### src/rtl/lycan_globals_pkg.sv
// Shared USB/peripheral sizing and types for the lycan transmit and receive arbiters.
// Pure declarations: no logic, no latency, no flow control.
package lycan_globals;

    localparam int num_peripherals      = 8;
    localparam int usb_packet_width     = 32;
    localparam int periph_address_width = 3;
    localparam int usb_payload_width    = usb_packet_width - periph_address_width;
    localparam int tx_max_burst         = 4;

    typedef logic [periph_address_width-1:0] periph_addr_t;
    typedef logic [usb_payload_width-1:0]    usb_payload_t;

    typedef enum logic {
        ARB_IDLE  = 1'b0,
        ARB_BURST = 1'b1
    } arb_state_t;

endpackage

### src/rtl/lycan_rr_picker.sv
// Rotating priority encoder: first set req bit after rr_last, wrapping. Purely combinational.
// No backpressure; any=0 when no request is pending.
module lycan_rr_picker #(
    parameter int N      = 8,
    parameter int ADDR_W = 3
) (
    input  logic [N-1:0]      req,
    input  logic [ADDR_W-1:0] rr_last,
    output logic [ADDR_W-1:0] winner,
    output logic              any
);

    logic [ADDR_W-1:0] idx;

    always_comb begin
        winner = '0;
        any    = 1'b0;
        idx    = '0;
        for (int off = 1; off <= N; off++) begin
            idx = ADDR_W'((int'(rr_last) + off) % N);
            if (!any && req[idx]) begin
                any    = 1'b1;
                winner = idx;
            end
        end
    end

endmodule

### src/rtl/lycan_tx_arbiter.sv
// Round-robin arbiter sharing the USB TX packet stream; bounded bursts, address stamped in header.
// Latency: request to out_valid is 2 cycles; out_ready low stalls the granted source via periph_ready.
module lycan_tx_arbiter
    import lycan_globals::*;
#(
    parameter int NUM_PERIPHS = num_peripherals,
    parameter int PACKET_W    = usb_packet_width,
    parameter int ADDR_W      = periph_address_width,
    parameter int PAYLOAD_W   = PACKET_W - ADDR_W,
    parameter int MAX_BURST   = tx_max_burst
) (
    input  logic                                  clk,
    input  logic                                  rst_n,
    input  logic [NUM_PERIPHS-1:0]                enable_mask,
    input  logic [NUM_PERIPHS-1:0]                periph_valid,
    input  logic [NUM_PERIPHS-1:0][PAYLOAD_W-1:0] periph_payload,
    output logic [NUM_PERIPHS-1:0]                periph_ready,
    output logic                                  out_valid,
    output logic [PACKET_W-1:0]                   out_data,
    input  logic                                  out_ready,
    output logic                                  grant_active,
    output logic [ADDR_W-1:0]                     grant_id
);

    localparam int CNT_W = (MAX_BURST > 1) ? $clog2(MAX_BURST) : 1;
    localparam logic [CNT_W-1:0]  LAST_BEAT   = CNT_W'(MAX_BURST - 1);
    localparam logic [ADDR_W-1:0] RR_LAST_RST = ADDR_W'(NUM_PERIPHS - 1);

    arb_state_t            state_q, state_d;
    logic [ADDR_W-1:0]     grant_q, grant_d;
    logic [ADDR_W-1:0]     rr_last_q, rr_last_d;
    logic [CNT_W-1:0]      cnt_q, cnt_d;
    logic                  out_valid_d;
    logic [PACKET_W-1:0]   out_data_d;

    logic [NUM_PERIPHS-1:0] req;
    logic                   slot_free;
    logic                   grant_req;
    logic                   accept;
    logic [ADDR_W-1:0]      pick_winner;
    logic                   pick_any;

    assign req       = periph_valid & enable_mask;
    assign slot_free = !out_valid || out_ready;
    assign grant_req = req[grant_q];
    assign accept    = (state_q == ARB_BURST) && grant_req && slot_free;

    lycan_rr_picker #(
        .N      (NUM_PERIPHS),
        .ADDR_W (ADDR_W)
    ) u_picker (
        .req     (req),
        .rr_last (rr_last_q),
        .winner  (pick_winner),
        .any     (pick_any)
    );

    always_comb begin
        state_d      = state_q;
        grant_d      = grant_q;
        rr_last_d    = rr_last_q;
        cnt_d        = cnt_q;
        out_valid_d  = out_valid;
        out_data_d   = out_data;
        periph_ready = '0;

        case (state_q)
            ARB_IDLE: begin
                if (pick_any) begin
                    grant_d   = pick_winner;
                    rr_last_d = pick_winner;
                    cnt_d     = '0;
                    state_d   = ARB_BURST;
                end
            end
            ARB_BURST: begin
                periph_ready[grant_q] = accept;
                // A dropped request forfeits the burst; a stall simply holds everything.
                if (!grant_req) begin
                    state_d = ARB_IDLE;
                end else if (accept) begin
                    if (cnt_q == LAST_BEAT) begin
                        state_d = ARB_IDLE;
                        cnt_d   = '0;
                    end else begin
                        cnt_d = cnt_q + 1'b1;
                    end
                end
            end
            default: state_d = ARB_IDLE;
        endcase

        if (accept) begin
            out_valid_d = 1'b1;
            out_data_d  = {grant_q, periph_payload[grant_q]};
        end else if (out_ready) begin
            out_valid_d = 1'b0;
        end
    end

    always_ff @(posedge clk) begin
        if (!rst_n) begin
            state_q   <= ARB_IDLE;
            grant_q   <= '0;
            rr_last_q <= RR_LAST_RST;
            cnt_q     <= '0;
            out_valid <= 1'b0;
            out_data  <= '0;
        end else begin
            state_q   <= state_d;
            grant_q   <= grant_d;
            rr_last_q <= rr_last_d;
            cnt_q     <= cnt_d;
            out_valid <= out_valid_d;
            out_data  <= out_data_d;
        end
    end

    assign grant_active = (state_q == ARB_BURST);
    assign grant_id     = grant_q;

endmodule

### config.mk
export PLATFORM = sky130hd
export DESIGN_NAME = lycan_tx_arbiter
export DESIGN_NICKNAME = d
export VERILOG_FILES = /design/src/rtl/lycan_globals_pkg.sv /design/src/rtl/lycan_rr_picker.sv /design/src/rtl/lycan_tx_arbiter.sv
export SDC_FILE = /design/constraint.sdc
export NUM_CORES = 1
export LEC_CHECK = 0
export ABC_AREA = 1
export BUFFER_PORTS_ARGS = -buffer_cell sky130_fd_sc_hd__buf_2
export CORE_MARGIN = 1
export CORE_UTILIZATION = 30
export DETAILED_ROUTE_END_ITERATION = 12
export PLACE_DENSITY = 0.74
export REMOVE_ABC_BUFFERS = 1
export SYNTH_ARGS = -nofsm -noshare
export SYNTH_HDL_FRONTEND = slang
export SYNTH_SLANG_ARGS = --single-unit
### constraint.sdc
create_clock -name clk -period 2.1 [get_ports clk]
set_clock_uncertainty 0.1 [all_clocks]
set_input_delay 0.105 -clock clk [delete_from_list [all_inputs] [get_ports clk]]
set_output_delay 0.105 -clock clk [all_outputs]
set_load 0.05 [all_outputs]
==> summary.md <==
| Metric | Value |
|---|---|
| Overall Global Routing Usage | `24.2%` |
| Outcome | `finished, violations left` |
| Min Hold Slack | `0.0601 ns` |
| Metal-1 WL | `7610 um` |
| Hold WC Path Type | `primary input to flip-flop` |
| Area grow syn2layout | `56.5%` |
| Crit start category | `flip-flop` |
| Std cell rows | `42` |
| Net switching power figure | `4.44 mW` |
| Die Span Y | `120 um` |
| Max Buffers Root-to-Sink | `2` |
| Mapped cell area | `0.00417 sq mm` |
| Mean post-synth cell area | `5.55 sq um` |
| DRT Pass-1 Iters | `6` |
| Setup TNS | `-0.267 ns` |
| Crit path DAT | `2.27 ns` |
| Placed cell areas | `0.00587 sq mm` |
| Grt total ovfl | `0` |
| Syn. warnings | `0` |
| Worst slew pin tran | `0.595 ns` |
| Placed insts | `1200` |
| Distinct cells, synth | `33` |
| Metal2 WL | `9230 um` |
| Clock transition at path regs | `0.07 ns` |
| Clock root buffer | `clkbuf_16` |
| Async set-reset flop share out of synthesis | `0%` |
| Combinational Power Share | `75.5%` |
| CTS buffer count | `5` |
| CTS tree | `done` |
| Top-area cell type share of the netlist area | `25.8%` |
| Sequential-to-total area share from yosys stat | `20.2%` |
| DR WL met3 | `1140 um` |
| Sequential share of power | `14.7%` |
| PwrDens | `1250 mW/mm^2` |
| Vias per std cell | `5.07` |
| Synthesized flop and latch total | `42` |
| Die footprint | `0.0144 sq mm` |
| Nets | `1305` |
| Pre-CTS WS | `-0.170 ns` |
| Clk network pwr share | `9.8%` |
| Die X-Extent | `120 um` |
| Final Setup Violations | `10` |
| Critical path class | `flip-flop to flip-flop` |
| Routed wire length per instance | `15.1 um` |
| Max-Cap Viols | `0` |
| Vias | `6235` |
| Internal power | `3.75 mW` |
| Core footprint | `0.0134 sq mm` |
| Overall power | `8.19 mW` |
| Number of port buffers | `295` |
| Clock Latency Late Sink | `0.28 ns` |
| Fraction of layout cells with a size suffix above 1 | `40.9%` |
| First-pass GRT wire length | `27800 um` |
| Period utilization | `103%` |
| Initial antenna violation count | `3` |
| CTS HTree Levels | `2` |
| CP endpoint kind | `flip-flop` |
| Core Util, Final | `48.7%` |
| Final min period | `2.16 ns` |
| Initial Utilization | `31.1%` |
| Lkg Pwr | `3.26 nW` |
| Clock sink total | `42` |
| Vias in the first global route | `5597` |
| Antenna-violating nets left | `0` |
| Slew HR | `60.3%` |
| Fin worst setup slack | `-0.0572 ns` |
| I/O pins | `296` |
| Post-synth EDFFs | `0` |
| Pins Over Slew Limit | `0` |
| RSZ-0062 raised after global routing | `true` |
| Fmax | `464 MHz` |
| Layout Cells excl Fill | `1230` |
| Worst Path Required | `2.21 ns` |
| DR top layer | `met5` |
| Worst vdd ir | `925 uV` |
| Main area contributors after synthesis | `nor2_1, dfxtp_1, o21ai_0` |
| Post-route DRC | `0` |
| DRT iter0 DRCs | `442` |
| Largest net degree at the start of global routing | `121` |
| Failing checks | `setup timing` |
| Final GP Congestion | `0.963` |
| Worst-path fanout max | `4` |
| Gate Count Post-Synth | `752` |
| Finished layout cell area | `0.00653 sq mm` |
| Final Hold Viols | `0` |
| Synth Flop Type | `dfxtp_1` |
| Synth area leader | `nor2_1` |
| Routed wire length | `18600 um` |
| Final HPWL DP | `13600 um` |
| Sw Share | `54.2%` |
[registers in the layout, summed over array words and instances, names as in the netlist]
| register | cells |
|---|---|
| cnt_q | 2 |
| grant_active | 1 |
| grant_id | 3 |
| out_data | 32 |
| out_valid | 1 |
| rr_last_q | 3 |
[worst max-delay path, cell delays in order (launching register included)]
cell      delay, ns
dfxtp_4        0.38
inv_6          0.05
ha_4           0.16
xnor2_2        0.24
inv_1          0.09
nand3_1        0.11
nand2_2        0.08
inv_2          0.09
nand4_4        0.14
nor2_4         0.14
buf_4          0.13
nand2_1        0.04
nand3b_1       0.14
nand3_4        0.10
a21oi_2        0.11
[cells in the mapped netlist (4+ instances only)]
cell type	count
dfxtp_1	42
buf_2	11
o2111ai_1	29
nand2_1	68
nand2_2	4
nor2_1	287
o21ai_1	5
buf_1	10
clkbuf_1	27
a31oi_1	4
inv_1	15
nand3_1	41
o21ai_0	152
nand3_2	8
a21oi_1	12
inv_2	11
[layout make-up]
type / instances / area, sq um
Sequential cell: 42 / 858
Clock inverter: 2 / 12.5
Tap cell: 176 / 220
Multi-Input combinational cell: 631 / 3200
Timing Repair Buffer: 344 / 1970
Antenna cell: 2 / 5.00
Fill cell: 1430 / 6870
Clock buffer: 6 / 139
Inverter: 27 / 126
[power by group through the flow]
| stage | Sequential, mW | Combinational, mW | Clock (mW) |
|---|---|---|---|
| floorplan | 1.93 | 2.96 | 0 |
| global placement | 1.17 | 5.39 | 0 |
| detailed placement | 1.17 | 5.43 | 0 |
| CTS | 1.18 | 5.73 | 0.827 |
| global route | 1.23 | 6.76 | 0.862 |
| finish | 1.20 | 6.18 | 0.802 |
[metal layers]
| layer | up-vias | GRT usage (%) |
|---|---|---|
| met5 | - | 0 |
| met4 | 2 | 10.3 |
| met3 | 44 | 4.09 |
| met2 | 265 | 42.3 |
| met1 | 2806 | 29.0 |
| li1 | 3118 | - |
[cells by family after synthesis]
group	after synthesis	synth area share (%)
buffers and inverters	79	7.98
xor gates and xnor gates	4	1.38
adders and majority gates	3	0.900
AOI/OAI and AO/OA	205	27.7
DFF	42	20.2
and+or+nand+nor	419	41.9
[worst paths after layout]
| kind | startpoint | depth (start not counted) | to | slack, ns |
|---|---|---|---|---|
| setup reg to reg | rr_last_q[0]$_SDFFE_PN1P_ | 14 | grant_id[0]$_SDFFE_PN0P_ | -0.06 |
| setup / recovery | rr_last_q[0]$_SDFFE_PN1P_ | 14 | grant_id[0]$_SDFFE_PN0P_ | -0.06 |
| hold reg to reg | out_data[29]$_SDFFE_PN0P_ | 2 | out_data[29]$_SDFFE_PN0P_ | 0.37 |
| hold / removal | out_ready | 4 | out_valid$_SDFFE_PN0P_ | 0.06 |
[layout by cell type (no fill, tap or decap), types with 3 or more instances in the layout]
| cell type | instances |
|---|---|
| a21oi_1 | 11 |
| a31oi_1 | 4 |
| buf_2 | 287 |
| buf_4 | 42 |
| buf_6 | 7 |
| buf_8 | 5 |
| clkbuf_16 | 6 |
| dfxtp_1 | 36 |
| dfxtp_4 | 4 |
| inv_1 | 13 |
| inv_2 | 6 |
| inv_4 | 4 |
| nand2_1 | 60 |
| nand2_2 | 10 |
| nand2_4 | 3 |
| nand3_1 | 34 |
| nand3_2 | 13 |
| nor2_1 | 272 |
| nor2_2 | 10 |
| nor2_4 | 9 |
| o2111ai_1 | 29 |
| o21ai_0 | 150 |
| o21ai_1 | 6 |
[repair_timing]
item                                    CTS  global route
pin swaps                                15            14
gates resized for setup                  59            38
hold buffers                              0             0
endpoints found under the setup margin   17            21
buffers inserted                         12             7
endpoints found under the hold margin     0             0
cloned                                    0             1
No activity file was read; power rests on OpenSTA's default activity.
